`config.mk`:
```
export PLATFORM = sky130hd
export DESIGN_NAME = alu_issue_ctrl
export DESIGN_NICKNAME = d
export VERILOG_FILES = /design/src/rtl/alu_issue_ctrl.sv
export SDC_FILE = /design/constraint.sdc
export NUM_CORES = 1
export LEC_CHECK = 0
export ABC_CLOCK_PERIOD_IN_PS = 7100
export CAP_MARGIN = 40
export CORE_ASPECT_RATIO = 0.8
export CORE_MARGIN = 1.5
export CORE_UTILIZATION = 45
export CTS_CLUSTER_DIAMETER = 200
export CTS_CLUSTER_SIZE = 14
export DETAILED_ROUTE_END_ITERATION = 8
export PLACE_DENSITY = 0.88
export REMOVE_ABC_BUFFERS = 1
export SETUP_SLACK_MARGIN = 0.05
export SLEW_MARGIN = 20
export SYNTH_ARGS = -nofsm -noshare
export SYNTH_HDL_FRONTEND = slang
export SYNTH_SLANG_ARGS = --single-unit
```
`constraint.sdc`:
```
create_clock -name clk -period 7.1 [get_ports clk]
set_input_delay 1.065 -clock clk [delete_from_list [all_inputs] [get_ports clk]]
set_output_delay 1.065 -clock clk [all_outputs]
set_load 0.02 [all_outputs]
```
`src/rtl/alu_issue_ctrl.sv`:
```
// alu_issue_ctrl: execute-stage sequencer in front of the ALU.
// Takes one op from decode, holds it steady on the ALU until completion
// (or an illegal-opcode / hang trap), then offers the result to writeback.
module alu_issue_ctrl #(
    parameter int BIT_WIDTH = 32,
    parameter int TAG_WIDTH = 5,
    parameter int TIMEOUT   = 64,
    parameter int DIV_GUARD = 2
) (
    input  logic                 clk,
    input  logic                 reset,
    input  logic                 in_valid,
    output logic                 in_ready,
    input  logic [4:0]           in_op,
    input  logic [BIT_WIDTH-1:0] in_a,
    input  logic [BIT_WIDTH-1:0] in_b,
    input  logic [TAG_WIDTH-1:0] in_tag,
    output logic [BIT_WIDTH-1:0] alu_a,
    output logic [BIT_WIDTH-1:0] alu_b,
    output logic [4:0]           alu_control,
    input  logic                 alu_done,
    input  logic [BIT_WIDTH-1:0] alu_result,
    output logic                 out_valid,
    input  logic                 out_ready,
    output logic [BIT_WIDTH-1:0] out_result,
    output logic [TAG_WIDTH-1:0] out_tag,
    output logic                 out_err,
    output logic                 busy
);

    localparam int CNT_W = (TIMEOUT > 1) ? $clog2(TIMEOUT) : 1;
    localparam logic [CNT_W-1:0] CNT_LAST = CNT_W'(TIMEOUT - 1);

    localparam logic [1:0] ST_IDLE = 2'd0;
    localparam logic [1:0] ST_EXEC = 2'd1;
    localparam logic [1:0] ST_RESP = 2'd2;

    localparam logic [4:0] OP_ADD  = 5'b00000;
    localparam logic [4:0] OP_DIV  = 5'b00011;
    localparam logic [4:0] OP_RMOD = 5'b00100;

    // Legal opcode map: 0x00-0x0E and 0x10-0x15.
    function automatic logic op_is_legal(input logic [4:0] op);
        return (op <= 5'b01110) || ((op >= 5'b10000) && (op <= 5'b10101));
    endfunction

    function automatic logic op_is_multi(input logic [4:0] op);
        return (op == OP_DIV) || (op == OP_RMOD);
    endfunction

    logic [1:0]           state_q, state_d;
    logic [4:0]           op_q, op_d;
    logic [BIT_WIDTH-1:0] a_q, a_d;
    logic [BIT_WIDTH-1:0] b_q, b_d;
    logic [TAG_WIDTH-1:0] tag_q, tag_d;
    logic [CNT_W-1:0]     cnt_q, cnt_d;
    logic [BIT_WIDTH-1:0] out_result_q, out_result_d;
    logic                 out_err_q, out_err_d;

    logic                 guard_ok;
    logic                 exec_done;

    // Completion qualifier: a divider done is only trusted once the guard
    // window has passed, so a stale done from the previous division is ignored.
    always_comb begin
        guard_ok  = !op_is_multi(op_q) || (int'(cnt_q) >= DIV_GUARD);
        exec_done = alu_done && guard_ok;
    end

    // Next-state, operand latch, result capture and ALU/handshake drive.
    always_comb begin
        state_d      = state_q;
        op_d         = op_q;
        a_d          = a_q;
        b_d          = b_q;
        tag_d        = tag_q;
        cnt_d        = cnt_q;
        out_result_d = out_result_q;
        out_err_d    = out_err_q;

        in_ready    = 1'b0;
        out_valid   = 1'b0;
        alu_control = OP_ADD;
        alu_a       = '0;
        alu_b       = '0;

        case (state_q)
            ST_IDLE: begin
                in_ready = 1'b1;
                if (in_valid) begin
                    op_d  = in_op;
                    a_d   = in_a;
                    b_d   = in_b;
                    tag_d = in_tag;
                    cnt_d = '0;
                    if (op_is_legal(in_op)) begin
                        state_d = ST_EXEC;
                    end else begin
                        // Illegal ops bypass EXEC so the ALU never sees the code.
                        out_result_d = '0;
                        out_err_d    = 1'b1;
                        state_d      = ST_RESP;
                    end
                end
            end

            ST_EXEC: begin
                alu_control = op_q;
                alu_a       = a_q;
                alu_b       = b_q;
                cnt_d       = cnt_q + 1'b1;
                if (exec_done) begin
                    out_result_d = alu_result;
                    out_err_d    = 1'b0;
                    state_d      = ST_RESP;
                end else if (cnt_q == CNT_LAST) begin
                    out_result_d = '0;
                    out_err_d    = 1'b1;
                    state_d      = ST_RESP;
                end
            end

            ST_RESP: begin
                out_valid = 1'b1;
                if (out_ready) begin
                    state_d = ST_IDLE;
                end
            end

            default: begin
                state_d = ST_IDLE;
            end
        endcase
    end

    // State and datapath registers; reset drops any in-flight op.
    always_ff @(posedge clk or posedge reset) begin
        if (reset) begin
            state_q      <= ST_IDLE;
            op_q         <= OP_ADD;
            a_q          <= '0;
            b_q          <= '0;
            tag_q        <= '0;
            cnt_q        <= '0;
            out_result_q <= '0;
            out_err_q    <= 1'b0;
        end else begin
            state_q      <= state_d;
            op_q         <= op_d;
            a_q          <= a_d;
            b_q          <= b_d;
            tag_q        <= tag_d;
            cnt_q        <= cnt_d;
            out_result_q <= out_result_d;
            out_err_q    <= out_err_d;
        end
    end

    // Output views of the held response.
    always_comb begin
        out_result = out_result_q;
        out_tag    = tag_q;
        out_err    = out_err_q;
        busy       = (state_q != ST_IDLE);
    end

endmodule

```
---- Word-level counts from Yosys, hierarchy flattened ----
Index checks and enable logic that the tools add are counted.
storage, ports and cells
  output and inout port bits .............. 110
  memories kept ........................... 0
  bits of input ports ..................... 111
  latch bits .............................. 0
  word-level logic and storage cells ...... 58
  flip-flop bits (word level) ............. 115
  RAM bits ................................ 0
  ROM bits ................................ 0
cells by class
  reductions and logical operators ........ 13
  div/mod/pow operators ................... 0
  shift-type cells ........................ 0
  magnitude comparators ................... 4
  $add $sub $neg .......................... 1
  multiplexer cells ....................... 23
  bitwise gates (word level) .............. 0
  equal/unequal tests ..................... 9
  $mul .................................... 0
operator list
  cell                                                                number
  2-to-1 mux 32 bit                                                   6
  case mux 32 bit (2 select lines)                                    1
  case mux 6 bit (2 select lines)                                     1
  2-to-1 mux 2 bit                                                    5
  adder 6 x 1 -> 6 bit (second input constant)                        1
  == test 6 bit (second input constant)                               1
  greater-or-equal comparator 6 x 2 -> 1 bit (second input constant)  1
  2-to-1 mux 1 bit                                                    6
  2-to-1 mux 6 bit                                                    1
  inequality test 2 bit (second input constant)                       3
  case mux 2 bit (3 select lines)                                     1
  == test 5 x 2 -> 1 bit (second input constant)                      1
  == test 5 x 3 -> 1 bit (second input constant)                      1
  greater-or-equal comparator 5 bit (second input constant)           1
  <= comparator 5 x 4 -> 1 bit (second input constant)                1
  <= comparator 5 bit (second input constant)                         1
  2-to-1 mux 5 bit                                                    1
  AND reduction 2 bit                                                 2
  AND reduction 4 bit                                                 1
  nonzero test 2 bit                                                  2
  logical OR 1 bit                                                    3
  inequality test 3 bit (second input constant)                       1
  AND reduction 3 bit                                                 1
  == test 2 x 1 -> 1 bit (second input constant)                      1
  5 further kinds                                                     6

---- Longest topological paths before layout ----
Gate-level depths: netlist of run 1.
  depth after elaboration ................. 7
  gate-level depth with buffers ........... 8
  depth with buffers taken out ............ 6

---- Least setup slack after synthesis of run 1 ----
No wires, ideal clock.
  path type ............................... flip-flop to output port
  start ................................... register state_q[1]
  end ..................................... output alu_a[11]
  required time ........................... 6035 ps
  cell stages (with the launch flop) ...... 5
  arrival time ............................ 1196 ps
  slack ................................... 4839 ps
  path buffers ............................ 2
  path through ............................ dfrtp_1 -> nor2b_1 -> buf_2 -> clkbuf_1 -> and2_1
on the way
  longest elaborated chain between the ends .. 2
ends and longest elaborated chain
  item                    line  source
  start, declared         51    logic [1:0] state_q, state_d;
  start signal, assigned  148   state_q <= state_d;
  == test 2 x 1 -> 1 bit  87    case (state_q)
  2-to-1 mux 32 bit       87
  end, declared           18    output logic [BIT_WIDTH-1:0] alu_a,
No other way between the ends.

---- Worst setup path in the final report of run 1 ----
  start ................................... register state_q[1]
  end ..................................... output alu_a[0]
Same word-level chain as after synthesis.

==> tab_implementation.tex, run 1 <==
\begin{tabular}{lr}
\hline
Metric & Value \\
\hline
\multicolumn{2}{l}{\textbf{Run status}} \\
\quad Status & complete, no violations \\
\multicolumn{2}{l}{\textbf{Setup path}} \\
\quad Kind of end point of the critical path & primary output \\
\quad Critical Path Slowest Stage Cell & clkdlybuf4s50\_1 \\
\quad Arrival time worst endpoint & 2.42 ns \\
\quad Setup slack, reg-to-reg & 4.95 ns \\
\quad R2R Path Start & cnt\_q[0] \\
\quad Cell breakdown of the critical path & nor2b\_4, buf\_16, buf\_8, and2\_1, clkdlybuf4s50\_1 \\
\quad Number of buffers and inverters on the critical path & 3 \\
\quad Required time of the worst setup path & 6.03 ns \\
\quad Startpoint type of the worst setup path & flip-flop \\
\quad Crit path largest cell delay & 0.60 ns \\
\quad Cell family contributing the most delay on the critical path & buffers and inverters \\
\quad Length in cells of the worst reg-to-reg path & 7 \\
\quad Critical setup path kind & reg -> out \\
\quad Biggest fanout along the worst timing path & 34 \\
\quad Endpoint of the worst register-to-register path & out\_result[16] \\
\multicolumn{2}{l}{\textbf{Yosys}} \\
\quad Synth warnings & 0 \\
\quad Mapped Avg Cell Area & 9.386 sq um \\
\quad Gate count after technology mapping & 520 \\
\quad Cell type with the largest total area after synthesis & dfrtp\_1 \\
\quad Top cells by area, synth & dfrtp\_1 (59\%), nand2\_1 (17\%), and2\_1 (9.0\%) \\
\quad Synthesized cell area & 4881 sq um \\
\quad Fraction of post-synthesis cell area in the top cell type by area & 58.96\% \\
\quad Most frequent cells after synthesis & nand2\_1 (227), dfrtp\_1 (115), and2\_1 (70) \\
\quad Portion of the post-synthesis area used by sequential elements & 58.96\% \\
\quad Share of synthesized registers carrying an async set or reset & 100.0\% \\
\quad Post-synthesis register bit count & 115 \\
\quad Distinct cells, synth & 28 \\
\quad Number of flops mapped to enable cells by yosys & 0 \\
\quad Most frequent cell after synthesis & nand2\_1 \\
\quad Top flip-flop cell by instance count after synthesis & dfrtp\_1 \\
\multicolumn{2}{l}{\textbf{Die}} \\
\quad Effective utilization at floorplan & 46.91\% \\
\quad Area of the core & 10410 sq um \\
\quad Horizontal extent of the die & 119.4 um \\
\quad Row count & 33 \\
\quad Die Outline Area & 11480 sq um \\
\quad Top-level I/O count & 221 \\
\quad Die height & 96.15 um \\
\multicolumn{2}{l}{\textbf{CTS}} \\
\quad Number of clock sinks seen by CTS & 115 \\
\quad H-Tree Depth & 4 \\
\quad Count of hold buffers inserted by post-cts repair & 0 \\
\quad Root buffer cell & clkbuf\_16 \\
\quad Number of buffers inserted by post-CTS setup repair & 0 \\
\quad Insertion delay of the later-clocked pin in the worst-skew pair & 0.40 ns \\
\quad Clock tree from TritonCTS & yes \\
\quad Clock Path Buffers & 2 \\
\quad Resized cells post-CTS & 0 \\
\quad Clock-pin slew on the worst setup and hold paths & 0.05 ns \\
\quad Number of buffers added by the clock tree synthesis step & 17 \\
\multicolumn{2}{l}{\textbf{Timing}} \\
\quad RSZ-0062 raised after global routing & no \\
\quad Count of endpoints failing setup in the final report & 0 \\
\quad Setup TNS & 0 ns \\
\quad Transition time of the tightest slew-check pin & 0.7980 ns \\
\quad Final critical path time including I/O delays and setup & 3.481 ns \\
\quad Count of final max-slew check failures & 0 \\
\quad Setup skew after layout & 0.008944 ns \\
\quad Number of endpoints with negative hold slack in the final report & 0 \\
\quad Worst-case headroom to the max-slew limit & 46.80\% \\
\quad Maximum clock frequency & 287.2 MHz \\
\quad Ratio of final minimum period to clock period & 49.03\% \\
\multicolumn{2}{l}{\textbf{Placed design}} \\
\quad Count of buffers from port buffering & 220 \\
\quad Total placed instance area & 7207 sq um \\
\quad Detailed Place HPWL & 9220 um \\
\quad Routability congestion estimate from global placement & 0.8005 \\
\quad Number of placed instances, taps included & 856 \\
\multicolumn{2}{l}{\textbf{Hold path}} \\
\quad Min-delay src & b\_q[11] \\
\quad Min-Delay Endpoint & b\_q[11] \\
\quad HP Class & reg -> reg \\
\quad Hold-critical path depth & 2 \\
\multicolumn{2}{l}{\textbf{GRT}} \\
\quad Largest net degree at the start of global routing & 81 \\
\quad Grt total ovfl & 0 \\
\quad First-pass GRT wire length & 20890 um \\
\quad Vias in the first global route & 4255 \\
\quad All-Layer GR Usage & 23.45\% \\
\quad Antenna violations before repair & 0 \\
\multicolumn{2}{l}{\textbf{Cells and area}} \\
\quad Final Non-Filler Cells & 887 \\
\quad Finished Cell Area & 7777 sq um \\
\quad Final-stage net count & 848 \\
\quad Core occupancy in the finished layout & 74.75\% \\
\quad Area overhead of the layout relative to synthesis & 59.34\% \\
\quad Fraction of final layout cells with drive strength greater than 1 & 5.355\% \\
\quad Number of diodes added for antenna fixing & 0 \\
\multicolumn{2}{l}{\textbf{Power}} \\
\quad Total power of the final layout & 3.340 mW \\
\quad PwrDens & 429.5 nW/um\^{}2 \\
\quad Static power due to leakage & 3.672 nW \\
\quad Worst vdd rail ir drop & 0.0002469 V \\
\multicolumn{2}{l}{\textbf{Detailed routing}} \\
\quad Number of detailed-routing iterations run before antenna repair & 5 \\
\quad Total number of vias & 4337 \\
\quad Per-cell routed wire length & 15.17 um \\
\quad Number of DRC violations after detailed-routing iteration 0 & 274 \\
\quad Number of nets still failing antenna checks after routing & 0 \\
\quad Final WL & 13450 um \\
\quad Avg Vias per Cell & 4.890 \\
\quad Post-route DRC & 0 \\
\multicolumn{2}{l}{\textbf{Job}} \\
\quad Max-Cap Viols & 0 \\
\hline
\end{tabular}
==> layout make-up <==
cell class | instances | area, sq um
clock inverters | 9 | 106.4
fillers | 722 | 2628
well taps | 140 | 175.2
repair buffers | 227 | 2290
multi-input cells | 369 | 1843
flip-flops and latches | 115 | 2878
inverters | 5 | 21.27
clock buffers | 22 | 464.2
==> per-stage QoR <==
step           setup WS, ns  hold WS, ns
6_report              3.619       0.4635
5_1_grt               3.493       0.4841
4_1_cts               3.578       0.4686
3_5_place_dp          4.003       0.4547
3_3_place_gp          3.729       0.4484
2_1_floorplan         2.991       0.4374
==> power by group <==
group          switching (mW)  internal [mW]
sequential              0.185          0.965
combinational           0.732          0.644
clock                   0.283          0.531
==> worst reg2reg max path, cell delays in order, from the launching register on <==
cell and delay [ns]:
dfrtp_1 0.40, inv_1 0.06, ha_1 0.20, nor4_1 0.25, o211ai_1 0.20, and3_1 0.42, buf_8 0.25, a22o_1 0.25
==> cell families (layout without fill, tap and decap cells) <==
group,Yosys count,in the layout,share of synthesized area [%]
adders and majority gates,2,2,0.5126
xor gates and xnor gates,1,1,0.1795
DFF,115,115,58.96
buffers and inverters,36,263,3.512
and+or+nand+nor,317,317,28.89
AOI/OAI and AO/OA,49,49,7.947
==> how the worst max path moves through the flow <==
| stage | start | end | slack (ns) | cells after the start |
|---|---|---|---|---|
| final | state_q[1] | alu_a[0] | 3.62 | 5 |
| after global routing | state_q[1] | alu_a[0] | 3.49 | 5 |
| after CTS | state_q[1] | alu_a[0] | 3.58 | 5 |
| after detailed placement | state_q[1] | alu_a[0] | 4.00 | 5 |
| after global placement | state_q[1] | alu_a[0] | 3.73 | 3 |
| after floorplan | reset | a_q[0] | 2.99 | 1 |
==> layer usage <==
layer | track usage (%) | wire [um] | share of wire, %
met5 | 0 | 0 | 0
met4 | 7.440 | 181 | 1.3
met3 | 6.220 | 829 | 6.2
met2 | 39.46 | 6670 | 50
met1 | 30.01 | 5772 | 43
==> placed cells by master, fill, tap and decap left out, drive strengths merged, types with 3 or more instances in the layout <==
| master | n |
|---|---|
| a22o | 32 |
| and2 | 70 |
| buf | 7 |
| clkbuf | 22 |
| clkdlybuf4s50 | 220 |
| clkinv | 4 |
| clkinvlp | 3 |
| dfrtp | 115 |
| inv | 5 |
| nand2 | 227 |
| nand3 | 5 |
| nor2 | 3 |
| o211ai | 5 |
| o21ai | 8 |
==> registers in the layout, summed over array words and instances, names as in the netlist <==
| register | cells |
|---|---|
| out_tag | 5 |
| cnt_q | 6 |
| a_q | 32 |
| op_q | 5 |
| out_result | 32 |
| out_err | 1 |
| b_q | 32 |
| state_q | 2 |
No activity file was read; power rests on OpenSTA's default activity.
==> run 2: changes to the inputs <==
--- a/config.mk
+++ b/config.mk
@@ -5,15 +5,15 @@
 export SDC_FILE = /design/constraint.sdc
 export NUM_CORES = 1
 export LEC_CHECK = 0
-export ABC_CLOCK_PERIOD_IN_PS = 7100
+export ABC_CLOCK_PERIOD_IN_PS = 3100
 export CAP_MARGIN = 40
 export CORE_ASPECT_RATIO = 0.8
 export CORE_MARGIN = 1.5
-export CORE_UTILIZATION = 45
+export CORE_UTILIZATION = 38
 export CTS_CLUSTER_DIAMETER = 200
 export CTS_CLUSTER_SIZE = 14
 export DETAILED_ROUTE_END_ITERATION = 8
-export PLACE_DENSITY = 0.88
+export PLACE_DENSITY = 0.79
 export REMOVE_ABC_BUFFERS = 1
 export SETUP_SLACK_MARGIN = 0.05
 export SLEW_MARGIN = 20
==> constraint.sdc (replaced) <==
create_clock -name clk -period 3.1 [get_ports clk]
set_input_delay 0.465 -clock clk [delete_from_list [all_inputs] [get_ports clk]]
set_output_delay 0.465 -clock clk [all_outputs]
set_load 0.02 [all_outputs]
==> tab_implementation.tex, run 2 (synthesis results as in run 1) <==
\begin{tabular}{lr}
\hline
Metric & Value \\
\hline
\multicolumn{2}{l}{\textbf{CTS}} \\
\quad Number of clock sinks seen by CTS & 115 (unchanged) \\
\quad Count of hold buffers inserted by post-cts repair & 0 (unchanged) \\
\quad Clock tree from TritonCTS & yes \\
\quad Resized cells post-CTS & 0 (unchanged) \\
\quad Number of buffers added by the clock tree synthesis step & 17 (unchanged) \\
\quad Clock Path Buffers & 2 (unchanged) \\
\quad Number of buffers inserted by post-CTS setup repair & 0 (unchanged) \\
\quad Clock-pin slew on the worst setup and hold paths & 0.06 ns (about the same) \\
\quad H-Tree Depth & 4 (unchanged) \\
\quad Root buffer cell & clkbuf\_16 \\
\quad Insertion delay of the later-clocked pin in the worst-skew pair & 0.41 ns (about the same) \\
\multicolumn{2}{l}{\textbf{Job}} \\
\quad Max-Cap Viols & 0 (unchanged) \\
\multicolumn{2}{l}{\textbf{Setup path}} \\
\quad Crit path largest cell delay & 0.62 ns (+0.02 ns) \\
\quad Length in cells of the worst reg-to-reg path & 7 (unchanged) \\
\quad R2R Path Start & cnt\_q[0] \\
\quad Kind of end point of the critical path & primary output \\
\quad Critical setup path kind & reg -> out \\
\quad Number of buffers and inverters on the critical path & 2 (-1) \\
\quad Setup slack, reg-to-reg & 0.97 ns (-3.98 ns) \\
\quad Critical Path Slowest Stage Cell & clkdlybuf4s50\_1 \\
\quad Arrival time worst endpoint & 2.13 ns (-0.29 ns) \\
\quad Cell family contributing the most delay on the critical path & buffers and inverters \\
\quad Endpoint of the worst register-to-register path & out\_result[10] \\
\quad Cell breakdown of the critical path & nor2b\_4, buf\_4, and2\_1, clkdlybuf4s50\_1 \\
\quad Startpoint type of the worst setup path & flip-flop \\
\quad Biggest fanout along the worst timing path & 45 (+32\%) \\
\quad Required time of the worst setup path & 2.63 ns (-3.40 ns) \\
\multicolumn{2}{l}{\textbf{Timing}} \\
\quad RSZ-0062 raised after global routing & no \\
\quad Count of final max-slew check failures & 0 (unchanged) \\
\quad Final worst setup slack & 0.5069 ns (-3.112 ns) \\
\quad Maximum clock frequency & 385.6 MHz \\
\quad Final critical path time including I/O delays and setup & 2.593 ns \\
\quad Hold Worst Slack & 0.4009 ns (-0.06259 ns) \\
\quad Worst-case headroom to the max-slew limit & 68.63\% (+22 points) \\
\quad Transition time of the tightest slew-check pin & 0.4705 ns (-0.3275 ns) \\
\quad Ratio of final minimum period to clock period & 83.65\% \\
\quad Count of endpoints failing setup in the final report & 0 (unchanged) \\
\quad Number of endpoints with negative hold slack in the final report & 0 (unchanged) \\
\quad Setup skew after layout & 0.01427 ns (+0.005327 ns) \\
\multicolumn{2}{l}{\textbf{Die}} \\
\quad Horizontal extent of the die & 129.7 um (+8.6\%) \\
\quad Top-level I/O count & 221 (unchanged) \\
\quad Effective utilization at floorplan & 39.55\% (-7.4 points) \\
\quad Die Outline Area & 13540 sq um (+18\%) \\
\quad Die height & 104.4 um (+8.5\%) \\
\quad Row count & 36 (+9.1\%) \\
\quad Area of the core & 12340 sq um (+19\%) \\
\multicolumn{2}{l}{\textbf{GRT}} \\
\quad Largest net degree at the start of global routing & 61 (-25\%) \\
\quad Vias in the first global route & 4526 (+6.4\%) \\
\quad Antenna violations before repair & 0 (unchanged) \\
\quad All-Layer GR Usage & 20.84\% (-2.6 points) \\
\quad Grt total ovfl & 0 (unchanged) \\
\quad First-pass GRT wire length & 22100 um (+5.8\%) \\
\multicolumn{2}{l}{\textbf{Detailed routing}} \\
\quad Number of detailed-routing iterations run before antenna repair & 5 (unchanged) \\
\quad Number of nets still failing antenna checks after routing & 0 (unchanged) \\
\quad Total number of vias & 4406 (+1.6\%) \\
\quad Final WL & 13690 um (+1.8\%) \\
\quad Avg Vias per Cell & 4.779 (-2.3\%) \\
\quad Per-cell routed wire length & 14.85 um (-2.1\%) \\
\quad Number of DRC violations after detailed-routing iteration 0 & 208 (-24\%) \\
\quad Post-route DRC & 0 (unchanged) \\
\multicolumn{2}{l}{\textbf{Placed design}} \\
\quad Routability congestion estimate from global placement & 0.7904 (-1.3\%) \\
\quad Count of buffers from port buffering & 220 (unchanged) \\
\quad Worst setup slack after placement & 0.9009 ns (-3.102 ns) \\
\quad Detailed Place HPWL & 9629 um (+4.4\%) \\
\multicolumn{2}{l}{\textbf{Cells and area}} \\
\quad Number of diodes added for antenna fixing & 0 (unchanged) \\
\quad Area overhead of the layout relative to synthesis & 61.22\% \\
\quad Filler cells & 1013 (+40\%) \\
\quad Most frequent cells in the layout & nand2\_1 (226), clkdlybuf4s50\_1 (220), dfrtp\_1 (115), and2\_1 (69), a22o\_1 (32) \\
\quad Final-stage net count & 851 (+0.35\%) \\
\quad Most common library cell in the layout ignoring fill and taps & nand2\_1 \\
\quad Fraction of final layout cells with drive strength greater than 1 & 6.125\% (+0.77 points) \\
\quad Sequential cell area & 2878 sq um (unchanged) \\
\quad Multi-input gate area & 1843 sq um (unchanged) \\
\multicolumn{2}{l}{\textbf{Hold path}} \\
\quad HP Class & in -> async \\
\multicolumn{2}{l}{\textbf{Power}} \\
\quad PwrDens & 977.9 nW/um\^{}2 (+130\%) \\
\quad Static power due to leakage & 3.696 nW (+0.66\%) \\
\quad Worst vdd rail ir drop & 0.0004571 V (+85\%) \\
\multicolumn{2}{l}{\textbf{Run status}} \\
\quad Status & complete, no violations \\
\hline
\end{tabular}
run 2: cell count changes in the layout (fill, tap and decap cells not counted), sizes merged:
cell      before  now
buf            7   10
inv            5    6
clkinv         4    5
clkinvlp       3    5
clkbuf        22   19
run 2: metal layers:
metal	up-vias	wire [um]	global-route usage, %
met5	-	0	0
met4	0	204	7.698
met3	17	1155	7.510
met2	174	6462	33.48
met1	2122	5869	25.62
li1	2093	-	-
run 2: report_power, final:
| group | internal [mW] | leakage [nW] | switching [mW] |
|---|---|---|---|
| clock | 1.20 | 0.271 | 0.691 |
| sequential | 2.21 | 1.46 | 0.408 |
| combinational | 1.50 | 1.96 | 1.69 |
| total | 4.91 | 3.70 | 2.79 |
run 2: final cells by class:
type	instances	share of cell area (%)
clock buffer	19	5.629
tap	171	2.719
sequential	115	36.57
inverter	5	0.2703
clock inverter	13	1.717
multi-input combinational	369	23.42
timing repair buffer	230	29.67
run 2: worst max-delay path by stage:
stage               start        endpoint  slack, ns  depth (start not counted)
2_1_floorplan  state_q[1]      state_q[1]      -0.47                          4
3_3_place_gp     alu_done  out_result[14]       0.84                          3
3_5_place_dp     in_valid         b_q[23]       0.90                          5
4_1_cts        state_q[1]        alu_b[5]       0.47                          4
5_1_grt        state_q[0]       alu_a[31]       0.37                          4
6_report       state_q[1]        alu_b[5]       0.51                          4
run 2: worst register-to-register path, delay by kind of cell (launching register included):
kind	cells	cell delay [ns]
and+or+nand+nor	2	0.65
AOI/OAI and AO/OA	2	0.46
DFF	1	0.40
buffers and inverters	2	0.30
adders and majority gates	1	0.20
run 2: per-stage QoR:
step           util [%]  TNS, ns  total power, mW  instances  area, sq um
5_1_grt           63.76        0            8.157        922         7869
3_5_place_dp      58.91        0            5.808        889         7271
6_report          63.76        0            7.695        922         7869
2_1_floorplan         -   -60.44            4.224        489         4728
4_1_cts           63.59        0            7.752        921         7849
3_3_place_gp      58.79        0            5.677        888         7256
==> run 3: changes to the inputs <==
--- a/config.mk
+++ b/config.mk
@@ -5,7 +5,7 @@
 export SDC_FILE = /design/constraint.sdc
 export NUM_CORES = 1
 export LEC_CHECK = 0
-export ABC_CLOCK_PERIOD_IN_PS = 3100
+export ABC_CLOCK_PERIOD_IN_PS = 2100
 export CAP_MARGIN = 40
 export CORE_ASPECT_RATIO = 0.8
 export CORE_MARGIN = 1.5
==> constraint.sdc (replaced) <==
create_clock -name clk -period 2.1 [get_ports clk]
set_input_delay 0.315 -clock clk [delete_from_list [all_inputs] [get_ports clk]]
set_output_delay 0.315 -clock clk [all_outputs]
set_load 0.02 [all_outputs]
==> tab_implementation.tex, run 3 (synthesis results as in run 1) <==
\begin{tabular}{lr}
\hline
Metric & Value \\
\hline
\multicolumn{2}{l}{\textbf{Run status}} \\
\quad Status & complete, no violations \\
\multicolumn{2}{l}{\textbf{Detailed routing}} \\
\quad Avg Vias per Cell & 4.717 (-1.3\%) \\
\quad DR WL met3 & 1247 um (+8.0\%) \\
\quad DR top layer & met4 \\
\quad Per-cell routed wire length & 15.04 um (+1.3\%) \\
\quad Number of nets still failing antenna checks after routing & 0 (unchanged) \\
\quad Number of DRC violations after detailed-routing iteration 0 & 238 (+14\%) \\
\quad Post-route DRC & 0 (unchanged) \\
\quad Final WL & 13920 um (+1.6\%) \\
\quad Detail Route met2 WL & 6638 um (+2.7\%) \\
\quad Total number of vias & 4363 (-0.98\%) \\
\quad Routed length on met1 & 5885 um (+0.27\%) \\
\quad Number of detailed-routing iterations run before antenna repair & 4 (-1) \\
\multicolumn{2}{l}{\textbf{Die}} \\
\quad Effective utilization at floorplan & 39.55\% (unchanged) \\
\quad Top-level I/O count & 221 (unchanged) \\
\quad Die Outline Area & 13540 sq um (unchanged) \\
\quad Row count & 36 (unchanged) \\
\quad Horizontal extent of the die & 129.7 um (unchanged) \\
\quad Area of the core & 12340 sq um (unchanged) \\
\quad Die height & 104.4 um (unchanged) \\
\multicolumn{2}{l}{\textbf{Power}} \\
\quad Static power due to leakage & 3.870 nW (+4.7\%) \\
\quad PwrDens & 1444 nW/um\^{}2 (+48\%) \\
\quad Total internal power & 6.922 mW (+41\%) \\
\quad Switching power of the nets & 4.160 mW (+49\%) \\
\quad Share of total power consumed by net switching & 37.54\% (+1.3 points) \\
\quad Worst vdd rail ir drop & 0.0008277 V (+81\%) \\
\quad Power share of the sequential group & 34.9\% (+0.9 points) \\
\quad Logic gate share of total power & 41.7\% (+0.3 points) \\
\quad Part of the total power dissipated in the clock network & 23.3\% (-1.3 points) \\
\multicolumn{2}{l}{\textbf{Setup path}} \\
\quad Critical Path Slowest Stage Cell & clkdlybuf4s50\_1 \\
\quad Length in cells of the worst reg-to-reg path & 7 (unchanged) \\
\quad Setup slack, reg-to-reg & 0.19 ns (-0.78 ns) \\
\quad Critical setup path kind & reg -> out \\
\quad Number of buffers and inverters on the critical path & 1 (-1) \\
\quad Arrival time worst endpoint & 1.70 ns (-0.43 ns) \\
\quad Biggest fanout along the worst timing path & 4 (-91\%) \\
\quad Cell family contributing the most delay on the critical path & buffers and inverters \\
\quad Startpoint type of the worst setup path & flip-flop \\
\quad Kind of end point of the critical path & primary output \\
\quad Crit path largest cell delay & 0.65 ns (+0.03 ns) \\
\quad Cell breakdown of the critical path & nor2\_2, clkdlybuf4s50\_1 \\
\quad Crit path depth & 2 (-2) \\
\quad Required time of the worst setup path & 1.78 ns (-0.85 ns) \\
\multicolumn{2}{l}{\textbf{CTS}} \\
\quad Clock Path Buffers & 2 (unchanged) \\
\quad Count of hold buffers inserted by post-cts repair & 0 (unchanged) \\
\quad H-Tree Depth & 4 (unchanged) \\
\quad Number of clock sinks seen by CTS & 115 (unchanged) \\
\quad Number of buffers added by the clock tree synthesis step & 17 (unchanged) \\
\quad Clock tree from TritonCTS & yes \\
\quad Clock-pin slew on the worst setup and hold paths & 0.06 ns (about the same) \\
\quad Root buffer cell & clkbuf\_16 \\
\quad Insertion delay of the later-clocked pin in the worst-skew pair & 0.41 ns (about the same) \\
\multicolumn{2}{l}{\textbf{GRT}} \\
\quad Largest net degree at the start of global routing & 53 (-13\%) \\
\quad Vias in the first global route & 4528 (+0.044\%) \\
\quad Antenna violations before repair & 0 (unchanged) \\
\quad Grt total ovfl & 0 (unchanged) \\
\quad First-pass GRT wire length & 22360 um (+1.2\%) \\
\quad All-Layer GR Usage & 21.35\% (+0.50 points) \\
\multicolumn{2}{l}{\textbf{Timing}} \\
\quad RSZ-0062 raised after global routing & yes \\
\quad Count of endpoints failing setup in the final report & 0 (unchanged) \\
\quad Number of endpoints with negative hold slack in the final report & 0 (unchanged) \\
\quad Hold Worst Slack & 0.2558 ns (-0.1451 ns) \\
\quad Worst-case headroom to the max-slew limit & 73.79\% (+5.2 points) \\
\quad Maximum clock frequency & 496.9 MHz \\
\quad Setup skew after layout & 0.009993 ns (-0.004278 ns) \\
\quad Ratio of final minimum period to clock period & 95.83\% \\
\quad Final critical path time including I/O delays and setup & 2.012 ns \\
\quad Count of final max-slew check failures & 0 (unchanged) \\
\quad Transition time of the tightest slew-check pin & 0.3932 ns (-0.07732 ns) \\
\multicolumn{2}{l}{\textbf{Cells and area}} \\
\quad Finished Cell Area & 7675 sq um (-2.5\%) \\
\quad Filler cells & 1022 (+0.89\%) \\
\quad Area overhead of the layout relative to synthesis & 57.24\% \\
\quad Most frequent cells in the layout & nand2\_1 (226), clkdlybuf4s50\_1 (151), dfrtp\_1 (114), and2\_1 (69), buf\_2 (40) \\
\quad Most common library cell in the layout ignoring fill and taps & nand2\_1 \\
\quad Final-stage net count & 854 (+0.35\%) \\
\quad Number of diodes added for antenna fixing & 0 (unchanged) \\
\quad Fraction of final layout cells with drive strength greater than 1 & 13.00\% (+6.9 points) \\
\multicolumn{2}{l}{\textbf{Hold path}} \\
\quad HP Class & in -> async \\
\multicolumn{2}{l}{\textbf{Placed design}} \\
\quad Total placed instance area & 7333 sq um (+0.86\%) \\
\quad Routability congestion estimate from global placement & 0.8035 (+1.7\%) \\
\quad Count of buffers from port buffering & 220 (unchanged) \\
\quad Detailed Place HPWL & 9529 um (-1.0\%) \\
\multicolumn{2}{l}{\textbf{Job}} \\
\quad Max-Cap Viols & 0 (unchanged) \\
\hline
\end{tabular}
[run 3: worst register-to-register path, stage by stage (launching register included)]
cell and delay (ns):
dfrtp_1 0.40, inv_1 0.07, ha_1 0.21, nor4_1 0.25
o211ai_1 0.18, and3_1 0.26, buf_12 0.17, a22o_1 0.26
[run 3: final timing paths]
path | start | endpoint
worst max-delay path | state_q[0] | in_ready
worst min-delay path | reset | a_q[21]
worst max register to register | cnt_q[0] | out_result[20]
worst min register to register | b_q[7] | b_q[7]
max in group asynchronous | reset | a_q[31]
min in group clk | in_a[30] | a_q[30]
[run 3: power by group through the flow]
| stage | Sequential [mW] | Clock (mW) | Combinational (mW) |
|---|---|---|---|
| 5_1_grt | 3.99 | 2.76 | 5.02 |
| 2_1_floorplan | 4.17 | 0 | 2.07 |
| 6_report | 3.87 | 2.58 | 4.63 |
| 4_1_cts | 3.87 | 2.65 | 4.77 |
| 3_3_place_gp | 3.83 | 0 | 4.66 |
| 3_5_place_dp | 3.87 | 0 | 4.79 |
[run 3: repair_timing]
item,4_1_cts,5_1_grt
setup buffers,2,0
endpoints found under the hold margin,0,0
gates cloned,1,0
pin swaps,0,0
gates resized for setup,161,57
endpoints found under the setup margin,71,53
[run 3: metal layers]
| metal | vias to the layer above | GRT usage (%) |
|---|---|---|
| li1 | 2100 | - |
| met1 | 2095 | 25.89 |
| met2 | 156 | 34.13 |
| met3 | 12 | 8.642 |
| met4 | 0 | 7.619 |
| met5 | - | 0 |
[run 3: per-stage QoR]
stage          util [%]   TNS, ns  worst slack, ns  total power, mW  instances
5_1_grt           62.19         0          0.02193            11.78        925
2_1_floorplan         -   -262.55           -1.467            6.235        489
4_1_cts           64.09  -0.07089         -0.05456            11.28        925
3_5_place_dp      59.42         0           0.1494            8.666        890
6_report          62.19         0          0.08750            11.08        925
3_3_place_gp      59.42         0           0.1788            8.498        890
[run 3: layout make-up]
| type | count | area, sq um | area share [%] |
|---|---|---|---|
| repair buffers | 233 | 2175 | 28.33 |
| inverters | 5 | 21.27 | 0.2771 |
| multi-input cells | 369 | 1846 | 24.05 |
| clock buffers | 20 | 456.7 | 5.950 |
| clock inverters | 12 | 83.83 | 1.092 |
| flip-flops and latches | 115 | 2879 | 37.51 |
| well taps | 171 | 214.0 | 2.788 |
